[config.mk]
export PLATFORM = sky130hd
export DESIGN_NAME = seg_scan_ctrl
export DESIGN_NICKNAME = d
export VERILOG_FILES = /design/src/rtl/seg_scan_ctrl.sv
export SDC_FILE = /design/constraint.sdc
export NUM_CORES = 1
export LEC_CHECK = 0
export ABC_AREA = 1
export CELL_PAD_IN_SITES_DETAIL_PLACEMENT = 0
export CELL_PAD_IN_SITES_GLOBAL_PLACEMENT = 1
export CORE_MARGIN = 2
export CORE_UTILIZATION = 44
export DETAILED_ROUTE_END_ITERATION = 7
export HOLD_SLACK_MARGIN = 0.05
export PLACE_DENSITY = 0.94
export SYNTH_ARGS = -nofsm -noshare
export SYNTH_HDL_FRONTEND = slang
export SYNTH_SLANG_ARGS = --single-unit
[constraint.sdc]
create_clock -name clk -period 3.3 [get_ports clk]
set_input_delay 0.66 -clock clk [delete_from_list [all_inputs] [get_ports clk]]
set_output_delay 0.66 -clock clk [all_outputs]
set_load 0.01 [all_outputs]
[src/rtl/seg_scan_ctrl.sv]
// seg_scan_ctrl: eight-digit multiplexed seven-segment scan controller.
// Each digit slot lasts CLK_DIV clocks: GAP_CYC clocks with every anode off
// (so the previous digit's segments can settle without ghosting), then the
// remaining clocks with the selected anode on. New display data is staged on
// load and moved into the shadow register only at a frame boundary, so a
// frame never shows a mix of old and new digits.
//
// Ports:
//   clk        system clock, rising edge
//   rst        synchronous active-high reset
//   en         scan enable; low forces IDLE on the next edge
//   load       one-cycle request to capture data_in / dp_in
//   data_in    eight 4-bit digits, digit i at [4i+3:4i]
//   dp_in      decimal point per digit, 1 = lit
//   lz_blank   leading-zero blanking enable
//   sel        index of the digit being scanned
//   digit      shadow nibble selected by sel
//   an         anode enables, active-low
//   dp         decimal point, active-low
//   frame_done one-cycle pulse at the end of digit 7's slot
//   load_ack   one-cycle pulse after new data reaches the shadow register
module seg_scan_ctrl #(
    parameter int CLK_DIV = 100000,
    parameter int GAP_CYC = 16
) (
    input  logic        clk,
    input  logic        rst,
    input  logic        en,
    input  logic        load,
    input  logic [31:0] data_in,
    input  logic [7:0]  dp_in,
    input  logic        lz_blank,
    output logic [2:0]  sel,
    output logic [3:0]  digit,
    output logic [7:0]  an,
    output logic        dp,
    output logic        frame_done,
    output logic        load_ack
);

    localparam int CNT_W = (CLK_DIV > 1) ? $clog2(CLK_DIV) : 1;
    localparam logic [CNT_W-1:0] GAP_LAST  = CNT_W'(GAP_CYC - 1);
    localparam logic [CNT_W-1:0] SLOT_LAST = CNT_W'(CLK_DIV - 1);

    localparam logic [1:0] S_IDLE = 2'd0;
    localparam logic [1:0] S_GAP  = 2'd1;
    localparam logic [1:0] S_ON   = 2'd2;

    logic [1:0]       state, state_n;
    logic [CNT_W-1:0] cnt, cnt_n;
    logic [2:0]       sel_n;
    logic [31:0]      shadow, shadow_n, staging, staging_n;
    logic [7:0]       shadow_dp, shadow_dp_n, staging_dp, staging_dp_n;
    logic             pending, pending_n;
    logic [3:0]       digit_n;
    logic [7:0]       an_n;
    logic             dp_n, frame_done_n, load_ack_n;
    logic             wrap;

    // A digit above 0 is blanked when it and every more significant nibble are zero.
    function automatic logic is_blank(input logic [31:0] sh, input logic [2:0] idx,
                                      input logic lz);
        logic zero;
        zero = 1'b1;
        for (int j = 0; j < 8; j++) begin
            if (j >= int'(idx) && sh[4*j +: 4] != 4'd0) zero = 1'b0;
        end
        return lz && (idx != 3'd0) && zero;
    endfunction

    // The counter runs 0..CLK_DIV-1 across the whole slot; the first GAP_CYC
    // counts are the gap, so it is reset only on slot entry.
    assign wrap = en && (state == S_ON) && (cnt == SLOT_LAST) && (sel == 3'd7);

    always_comb begin
        state_n      = state;
        cnt_n        = cnt;
        sel_n        = sel;
        frame_done_n = 1'b0;
        if (!en) begin
            state_n = S_IDLE;
            cnt_n   = '0;
            sel_n   = 3'd0;
        end else begin
            case (state)
                S_IDLE: begin
                    state_n = S_GAP;
                    cnt_n   = '0;
                    sel_n   = 3'd0;
                end
                S_GAP: begin
                    if (cnt == GAP_LAST) state_n = S_ON;
                    cnt_n = cnt + CNT_W'(1);
                end
                S_ON: begin
                    if (cnt == SLOT_LAST) begin
                        state_n      = S_GAP;
                        cnt_n        = '0;
                        sel_n        = sel + 3'd1;
                        frame_done_n = (sel == 3'd7);
                    end else begin
                        cnt_n = cnt + CNT_W'(1);
                    end
                end
                default: begin
                    state_n = S_IDLE;
                    cnt_n   = '0;
                    sel_n   = 3'd0;
                end
            endcase
        end
    end

    // Display data: direct to shadow when idle or exactly at the frame
    // boundary (a newer load beats older staged data), otherwise staged.
    always_comb begin
        shadow_n     = shadow;
        shadow_dp_n  = shadow_dp;
        staging_n    = staging;
        staging_dp_n = staging_dp;
        pending_n    = pending;
        load_ack_n   = 1'b0;
        if (load) begin
            if (state == S_IDLE || wrap) begin
                shadow_n    = data_in;
                shadow_dp_n = dp_in;
                pending_n   = 1'b0;
                load_ack_n  = 1'b1;
            end else begin
                staging_n    = data_in;
                staging_dp_n = dp_in;
                pending_n    = 1'b1;
            end
        end else if (wrap && pending) begin
            shadow_n    = staging;
            shadow_dp_n = staging_dp;
            pending_n   = 1'b0;
            load_ack_n  = 1'b1;
        end
    end

    // Output values are computed from next-state values so every output is a
    // plain register that changes on the same edge as sel.
    always_comb begin
        an_n    = 8'hFF;
        dp_n    = 1'b1;
        digit_n = shadow_n[{sel_n, 2'b00} +: 4];
        if (state_n == S_ON) begin
            an_n = is_blank(shadow_n, sel_n, lz_blank) ? 8'hFF : ~(8'd1 << sel_n);
            dp_n = ~shadow_dp_n[sel_n];
        end
    end

    always_ff @(posedge clk) begin
        if (rst) begin
            state      <= S_IDLE;
            cnt        <= '0;
            sel        <= 3'd0;
            digit      <= 4'd0;
            an         <= 8'hFF;
            dp         <= 1'b1;
            frame_done <= 1'b0;
            load_ack   <= 1'b0;
            shadow     <= '0;
            shadow_dp  <= '0;
            staging    <= '0;
            staging_dp <= '0;
            pending    <= 1'b0;
        end else begin
            state      <= state_n;
            cnt        <= cnt_n;
            sel        <= sel_n;
            digit      <= digit_n;
            an         <= an_n;
            dp         <= dp_n;
            frame_done <= frame_done_n;
            load_ack   <= load_ack_n;
            shadow     <= shadow_n;
            shadow_dp  <= shadow_dp_n;
            staging    <= staging_n;
            staging_dp <= staging_dp_n;
            pending    <= pending_n;
        end
    end

endmodule

==> results of run 1 <==
[worst reg2reg max path: stages (launching register included)]
cell,delay (ns)
dfxtp_1,0.35
ha_1,0.19
nand3_1,0.18
nor2_4,0.22
nand2_1,0.08
nand2_1,0.05
nand2_1,0.12
o21ai_2,0.27
inv_1,0.09
nor2_1,0.40
buf_4,0.25
nand3_1,0.08
nand2_1,0.06
nor2_1,0.04
nand2_1,0.04
o21ai_1,0.10
nand2_1,0.07
[placed cells by master (no fill, tap or decap), types with 5 or more instances in the layout]
| cell type | n |
|---|---|
| nand2_1 | 112 |
| o211ai_1 | 6 |
| a21oi_1 | 61 |
| inv_1 | 90 |
| o21ai_0 | 63 |
| a31oi_1 | 16 |
| nand3_2 | 11 |
| nand4_1 | 6 |
| nand3_1 | 92 |
| dfxtp_1 | 118 |
| clkbuf_8 | 5 |
| clkbuf_16 | 17 |
| clkdlybuf4s50_1 | 61 |
| nor2_1 | 78 |
| o21ai_1 | 6 |
| ha_1 | 7 |
| and2_1 | 5 |
| buf_4 | 14 |
| nor3_1 | 6 |
[how the worst max path moves through the flow]
stage / slack [ns] / from / end / depth (start not counted)
finish: 0.63 / cnt[0] / dp / 16
global route: 0.33 / cnt[0] / an[1] / 16
CTS: 0.65 / cnt[0] / dp / 16
detailed placement: 0.33 / en / an[2] / 17
global placement: 0.39 / en / an[3] / 15
floorplan: 1.14 / load / dp / 10
[power by group]
part           switching [mW]  internal [mW]
Combinational           0.189          0.133
Clock                   0.602           1.12
Sequential             0.0202           1.49
Total                   0.811           2.73
[layout make-up]
class	count	share of cell area
clock inverter	4	0.00661
multi-input combinational	509	0.382
timing repair buffer	76	0.106
inverter	97	0.0536
tap	168	0.0308
clock buffer	25	0.0742
sequential	118	0.347
[kinds of logic (layout without fill, tap and decap cells)]
family                     count (synthesis)  after routing  share of synthesized area
AOI/OAI and AO/OA                        163            163                      0.160
buffers and inverters                    133            202                     0.0966
and+or+nand+nor                          335            335                      0.291
xor gates and xnor gates                   4              4                    0.00638
adders and majority gates                  7              7                     0.0159
DFF                                      118            118                      0.430
[state kept, by name, indices dropped and copies added (netlist names)]
name	flops
an	8
cnt	17
digit	4
dp	1
frame_done	1
load_ack	1
pending	1
sel	3
shadow	32
shadow_dp	8
staging	32
staging_dp	8
state	2
[layer usage]
layer,wire length [um],GRT usage,vias up,part of all wire
li1,-,-,2628,-
met1,6400,0.297,2331,0.46
met2,6440,0.366,165,0.46
met4,306,0.0849,0,0.022
met3,846,0.0523,30,0.060
met5,0,0,-,0
[per-stage QoR]
stage	area (um^2)	utilization	total power, mW	instances	hold slack (ns)
2_1_floorplan	5490	-	1.73	760	0.418
3_3_place_gp	6260	0.517	1.84	968	0.427
6_report	6810	0.563	3.55	997	0.447
5_1_grt	6810	0.563	3.68	997	0.467
3_5_place_dp	6260	0.517	1.85	968	0.438
4_1_cts	6810	0.563	3.57	997	0.448
==> metrics.yaml, run 1 <==
clock_tree:
  cts_root_buffer: "clkbuf_16"
  ctsHoldBuffers: 0
  cts_setup_buffers: 0
  htree_levels: 4
  clockBufferDepth: 2
  clk_pin_slew_worst_paths_ns: 0.05
  ctsResizeCount: 0
  clock_latency_ns: 0.41
  cts_buffers: 17
  cts.sinks: 118
  cts_tree: "yes"
place:
  gp_congestion: 0.912
  dpl.hpwl_mm: 9.88
  port_buffers: 62
  dp_slack_ns: 0.330
timing:
  fin_setup_tns_ns: 0
  layout_min_cycle_time_ns: 2.67
  drv_slew: 0
  rsz0062_at_grt: "false"
  skew_ns: 0.00559
  setup_viol: 0
  maxSlewHeadroom: 0.524
  tightest_slew_ns: 0.713
  fmax_mhz: 375
  min_period_over_period: 0.808
  hold_viol: 0
  worst_slack_ns: 0.633
worst_setup_path:
  cp.required_ns: 3.65
  cp.arrival_ns: 3.02
  setup.worst_path.start_class: "flop"
  cpMostUsedCell: "nand2_1"
  slowest_stage: "nor2_1"
  r2r_end: "dp"
  reg2reg_depth: 16
  path_cells: "ha_1 -> nand3_1 -> nor2_4 -> nand2_1 -> nand2_1 -> nand2_1 -> o21ai_2 -> inv_1 -> nor2_1 -> buf_4 -> nand3_1 -> nand2_1 -> nor2_1 -> nand2_1 -> o21ai_1 -> nand2_1"
  cp_max_fo: 6
  crit_path_max_incr_delay_ns: 0.40
  critical_path_class: "reg -> reg"
  r2r-start: "cnt[0]"
  crit_family: "simple AND/OR/NAND/NOR gates"
  cp_num_buf_inv: 2
  rrSetupSlack_ns: 0.63
  endpoint_kind: "flop"
detailed_routing:
  ant_nets: 0
  drtPass1Iterations: 5
  wl_per_cell_um: 14.0
  drc_errors: 0
  dr_total_vias: 5154
  drt_iter0_markers: 374
  wl_mm: 14.0
  vias_per_cell: 5.17
pwr:
  p_leak_nw: 2.72
  peakVddDrop_v: 0.000397
  power.density_nw_per_um2: 520
final_layout:
  areaGrowthSynthToFinish_pct: 24.1
  antenna_cells: 0
  register_area_um2: 2360
  final_nets: 871
  drive_gt1_frac: 0.0905
  multi_input_area_um2: 2610
  fill_cells: 1163
synth:
  synth_nets: 812
  yosys-top-cells-count: "dfxtp_1 (118), nand2_1 (112), nand3_1 (93)"
  syn_area_per_cell_um2: 7.23
  synth_cell_types: 45
  ys_ff_latch: 118
  syn_inst: 760
  yosysWarnings: 0
  synth_area_um2: 5490
  ys_seq_area_frac: 0.430
  ys_top_cells_by_area: "dfxtp_1 (43%), nand3_1 (8.5%), nand2_1 (7.7%), inv_1 (6.2%), o21ai_0 (5.7%)"
  synth_edf_count: 0
  yosys.area.top_type_share: 0.430
  synth_most_common_cell: "dfxtp_1"
  async_flop_share: 0
  synthFlopType: "dfxtp_1"
  yosys.area.top_type: "dfxtp_1"
grt:
  overflow: 0
  grt_util_all_layers: 0.226
  grt_max_degree: 82
  grt_pass1_vias: 4895
  grt_antenna_before_repair: 0
  grt_pass1_wl_mm: 23.7
run:
  max-cap-violations: 0
die:
  die_x_um: 116
  initial_core_util: 0.454
  die_h_um: 116
  rows: 40
  die-area_um2: 13400
  pin_count: 63
  core_area_um2: 12100
worst_hold_path:
  hold_depth: 2
  whs_endpoint: "staging[2]"
  worstHoldStart: "staging[2]"
  hp-class: "reg -> reg"
outcome:
  status: "complete, no violations"
Power figures use the tool's default switching activity.
==> run 2: changes to the inputs <==
--- a/config.mk
+++ b/config.mk
@@ -9,10 +9,10 @@
 export CELL_PAD_IN_SITES_DETAIL_PLACEMENT = 0
 export CELL_PAD_IN_SITES_GLOBAL_PLACEMENT = 1
 export CORE_MARGIN = 2
-export CORE_UTILIZATION = 44
+export CORE_UTILIZATION = 41
 export DETAILED_ROUTE_END_ITERATION = 7
 export HOLD_SLACK_MARGIN = 0.05
-export PLACE_DENSITY = 0.94
+export PLACE_DENSITY = 0.89
 export SYNTH_ARGS = -nofsm -noshare
 export SYNTH_HDL_FRONTEND = slang
 export SYNTH_SLANG_ARGS = --single-unit
==> constraint.sdc (replaced) <==
create_clock -name clk -period 2.5 [get_ports clk]
set_input_delay 0.5 -clock clk [delete_from_list [all_inputs] [get_ports clk]]
set_output_delay 0.5 -clock clk [all_outputs]
set_load 0.01 [all_outputs]
==> metrics.yaml, run 2 (synthesized netlist as in run 1, its figures left out) <==
outcome:
  status: "complete, no violations"
place:
  gp_congestion: 0.907  # -0.54%
  dpl.hpwl_mm: 10.5  # +6.3%
  port_buffers: 62  # unchanged
  post_dp_cell_area_um2: 6710  # +7.1%
clock_tree:
  clk_pin_slew_worst_paths_ns: 0.05  # about the same
  ctsHoldBuffers: 0  # unchanged
  htree_levels: 4  # unchanged
  cts_root_buffer: "clkbuf_16"
  clockBufferDepth: 2  # unchanged
  clock_latency_ns: 0.43  # +0.02 ns
  cts_tree: "yes"
  cts.sinks: 118  # unchanged
  cts_buffers: 17  # unchanged
timing:
  min_period_over_period: 0.951  # +0.143
  drv_slew: 0  # unchanged
  whs_ns: 0.444  # -0.00235 ns
  skew_ns: 0.0133  # +0.00768 ns
  fmax_mhz: 420  # +12%
  maxSlewHeadroom: 0.662  # +0.137
  hold_viol: 0  # unchanged
  tightest_slew_ns: 0.508  # -0.206 ns
  layout_min_cycle_time_ns: 2.38  # -0.289 ns
  setup_viol: 0  # unchanged
final_layout:
  final_common_cell: "dfxtp_1"
  drive_gt1_frac: 0.191  # +0.100
  antenna_cells: 0  # unchanged
  final_area_um2: 7560  # +11%
  areaGrowthSynthToFinish_pct: 37.7
  final_nets: 928  # +6.5%
  final_cell_mix: "dfxtp_1 (116), nand2_1 (104), inv_1 (89)"
  fin_util: 0.576  # +0.0130
  reg_top3: "shadow: 32 flops, staging: 32 flops, cnt: 17 flops"
  fill_cells: 1213  # +4.3%
detailed_routing:
  vias_per_cell: 5.18  # +0.27%
  drt_iter0_markers: 385  # +2.9%
  wl_mm: 15.5  # +11%
  dr_total_vias: 5510  # +6.9%
  drc_errors: 0  # unchanged
  ant_nets: 0  # unchanged
  drtPass1Iterations: 5  # unchanged
  wl_per_cell_um: 14.6  # +3.7%
worst_setup_path:
  cp.required_ns: 2.79  # -0.86 ns
  setup.worst_path.start_class: "flop"
  cp.arrival_ns: 2.66  # -0.36 ns
  r2r_end: "digit[3]"
  reg2reg_depth: 15  # -1
  r2r-start: "sel[0]"
  endpoint_kind: "flop"
  critical_path_class: "reg -> reg"
  rrSetupSlack_ns: 0.12  # -0.51 ns
  cp_max_fo: 10  # +4
die:
  pin_count: 63  # unchanged
  die-area_um2: 14300  # +7.1%
  core_area_um2: 13100  # +8.5%
  die_h_um: 120  # +3.5%
  initial_core_util: 0.418  # -0.0354
  rows: 42  # +5.0%
  die_x_um: 120  # +3.5%
worst_hold_path:
  hp-class: "reg -> reg"
  hold_depth: 2  # unchanged
  whs_endpoint: "staging[7]"
  worstHoldStart: "staging[7]"
pwr:
  peakVddDrop_v: 0.000460  # +16%
  power.density_nw_per_um2: 615  # +18%
  p_leak_nw: 3.15  # +15%
grt:
  overflow: 0  # unchanged
  grt_pass1_wl_mm: 24.3  # +2.6%
  grt_pass1_vias: 5173  # +5.7%
  grt_util_all_layers: 0.216  # -0.0101
  grt_antenna_before_repair: 0  # unchanged
  grt_max_degree: 82  # unchanged
run:
  max-cap-violations: 0  # unchanged
-- run 2: cell count changes in the layout (fill, tap and decap cells not counted), sizes merged --
cell    delta
clkinv     +2
buf       +54
bufinv     -1
clkbuf     +3
-- run 2: layout make-up --
cell class | instances | area [um^2] | share of cell area
multi-input combinational | 509 | 2790 | 0.369
sequential | 118 | 2370 | 0.313
timing repair buffer | 133 | 1310 | 0.173
clock buffer | 25 | 485 | 0.0642
inverter | 97 | 368 | 0.0486
tap | 176 | 220 | 0.0291
clock inverter | 5 | 25.0 | 0.00331
-- run 2: worst max path at each step --
stage | cells past startpoint | start | slack [ns] | to
global placement | 16 | en | -0.11 | an[3]
CTS | 15 | cnt[0] | 0.06 | an[0]
global route | 17 | cnt[0] | -0.03 | an[3]
floorplan | 14 | cnt[0] | 0.39 | dp
detailed placement | 16 | en | -0.15 | an[7]
finish | 15 | sel[0] | 0.12 | digit[3]
-- run 2: worst max-delay path, stage by stage, from the launching register on --
cell	delay [ns]
dfxtp_1	0.32
ha_1	0.21
ha_1	0.18
nand2_1	0.07
inv_2	0.06
nand4_4	0.12
nand2_4	0.09
buf_4	0.16
clkbuf_16	0.17
nand3_1	0.06
o21ai_1	0.08
nor2_1	0.19
buf_4	0.15
o21ai_0	0.09
o21ai_0	0.17
nand2_1	0.12
-- run 2: power breakdown --
part / leakage (nW) / switching (mW) / total, mW / internal (mW)
registers: 0.965 / 0.0284 / 1.99 / 1.96
logic: 1.92 / 0.284 / 0.536 / 0.252
clock network: 0.257 / 0.809 / 2.13 / 1.32
-- run 2: layer usage --
metal | up-vias | part of all wire | track usage
li1 | 2749 | - | -
met5 | - | 0 | 0
met3 | 38 | 0.052 | 0.0551
met4 | 0 | 0.027 | 0.104
met2 | 133 | 0.47 | 0.348
met1 | 2590 | 0.45 | 0.271
-- run 2: metrics by stage --
stage / setup slack, ns / TNS, ns / cells / power, mW
detailed placement: -0.154 / -1.40 / 1022 / 2.51
finish: 0.122 / 0 / 1063 / 4.65
global route: -0.0299 / -0.194 / 1063 / 4.81
floorplan: 0.387 / 0 / 760 / 2.28
global placement: -0.114 / -0.995 / 1022 / 2.50
CTS: 0.0584 / 0 / 1052 / 4.63
-- run 2: timing repair --
item | CTS | global route
setup buffers | 0 | 8
resized for setup | 1 | 51
endpoints found under the setup margin | 1 | 14
cloned | 0 | 3
pin swaps | 0 | 21
==> run 3: changes to the inputs <==
--- a/config.mk
+++ b/config.mk
@@ -13,6 +13,7 @@
 export DETAILED_ROUTE_END_ITERATION = 7
 export HOLD_SLACK_MARGIN = 0.05
 export PLACE_DENSITY = 0.89
+export SLEW_MARGIN = 20
 export SYNTH_ARGS = -nofsm -noshare
 export SYNTH_HDL_FRONTEND = slang
 export SYNTH_SLANG_ARGS = --single-unit
==> results of run 3 <==
Same layout as run 2: the final DEF is identical, and so are final timing and power.
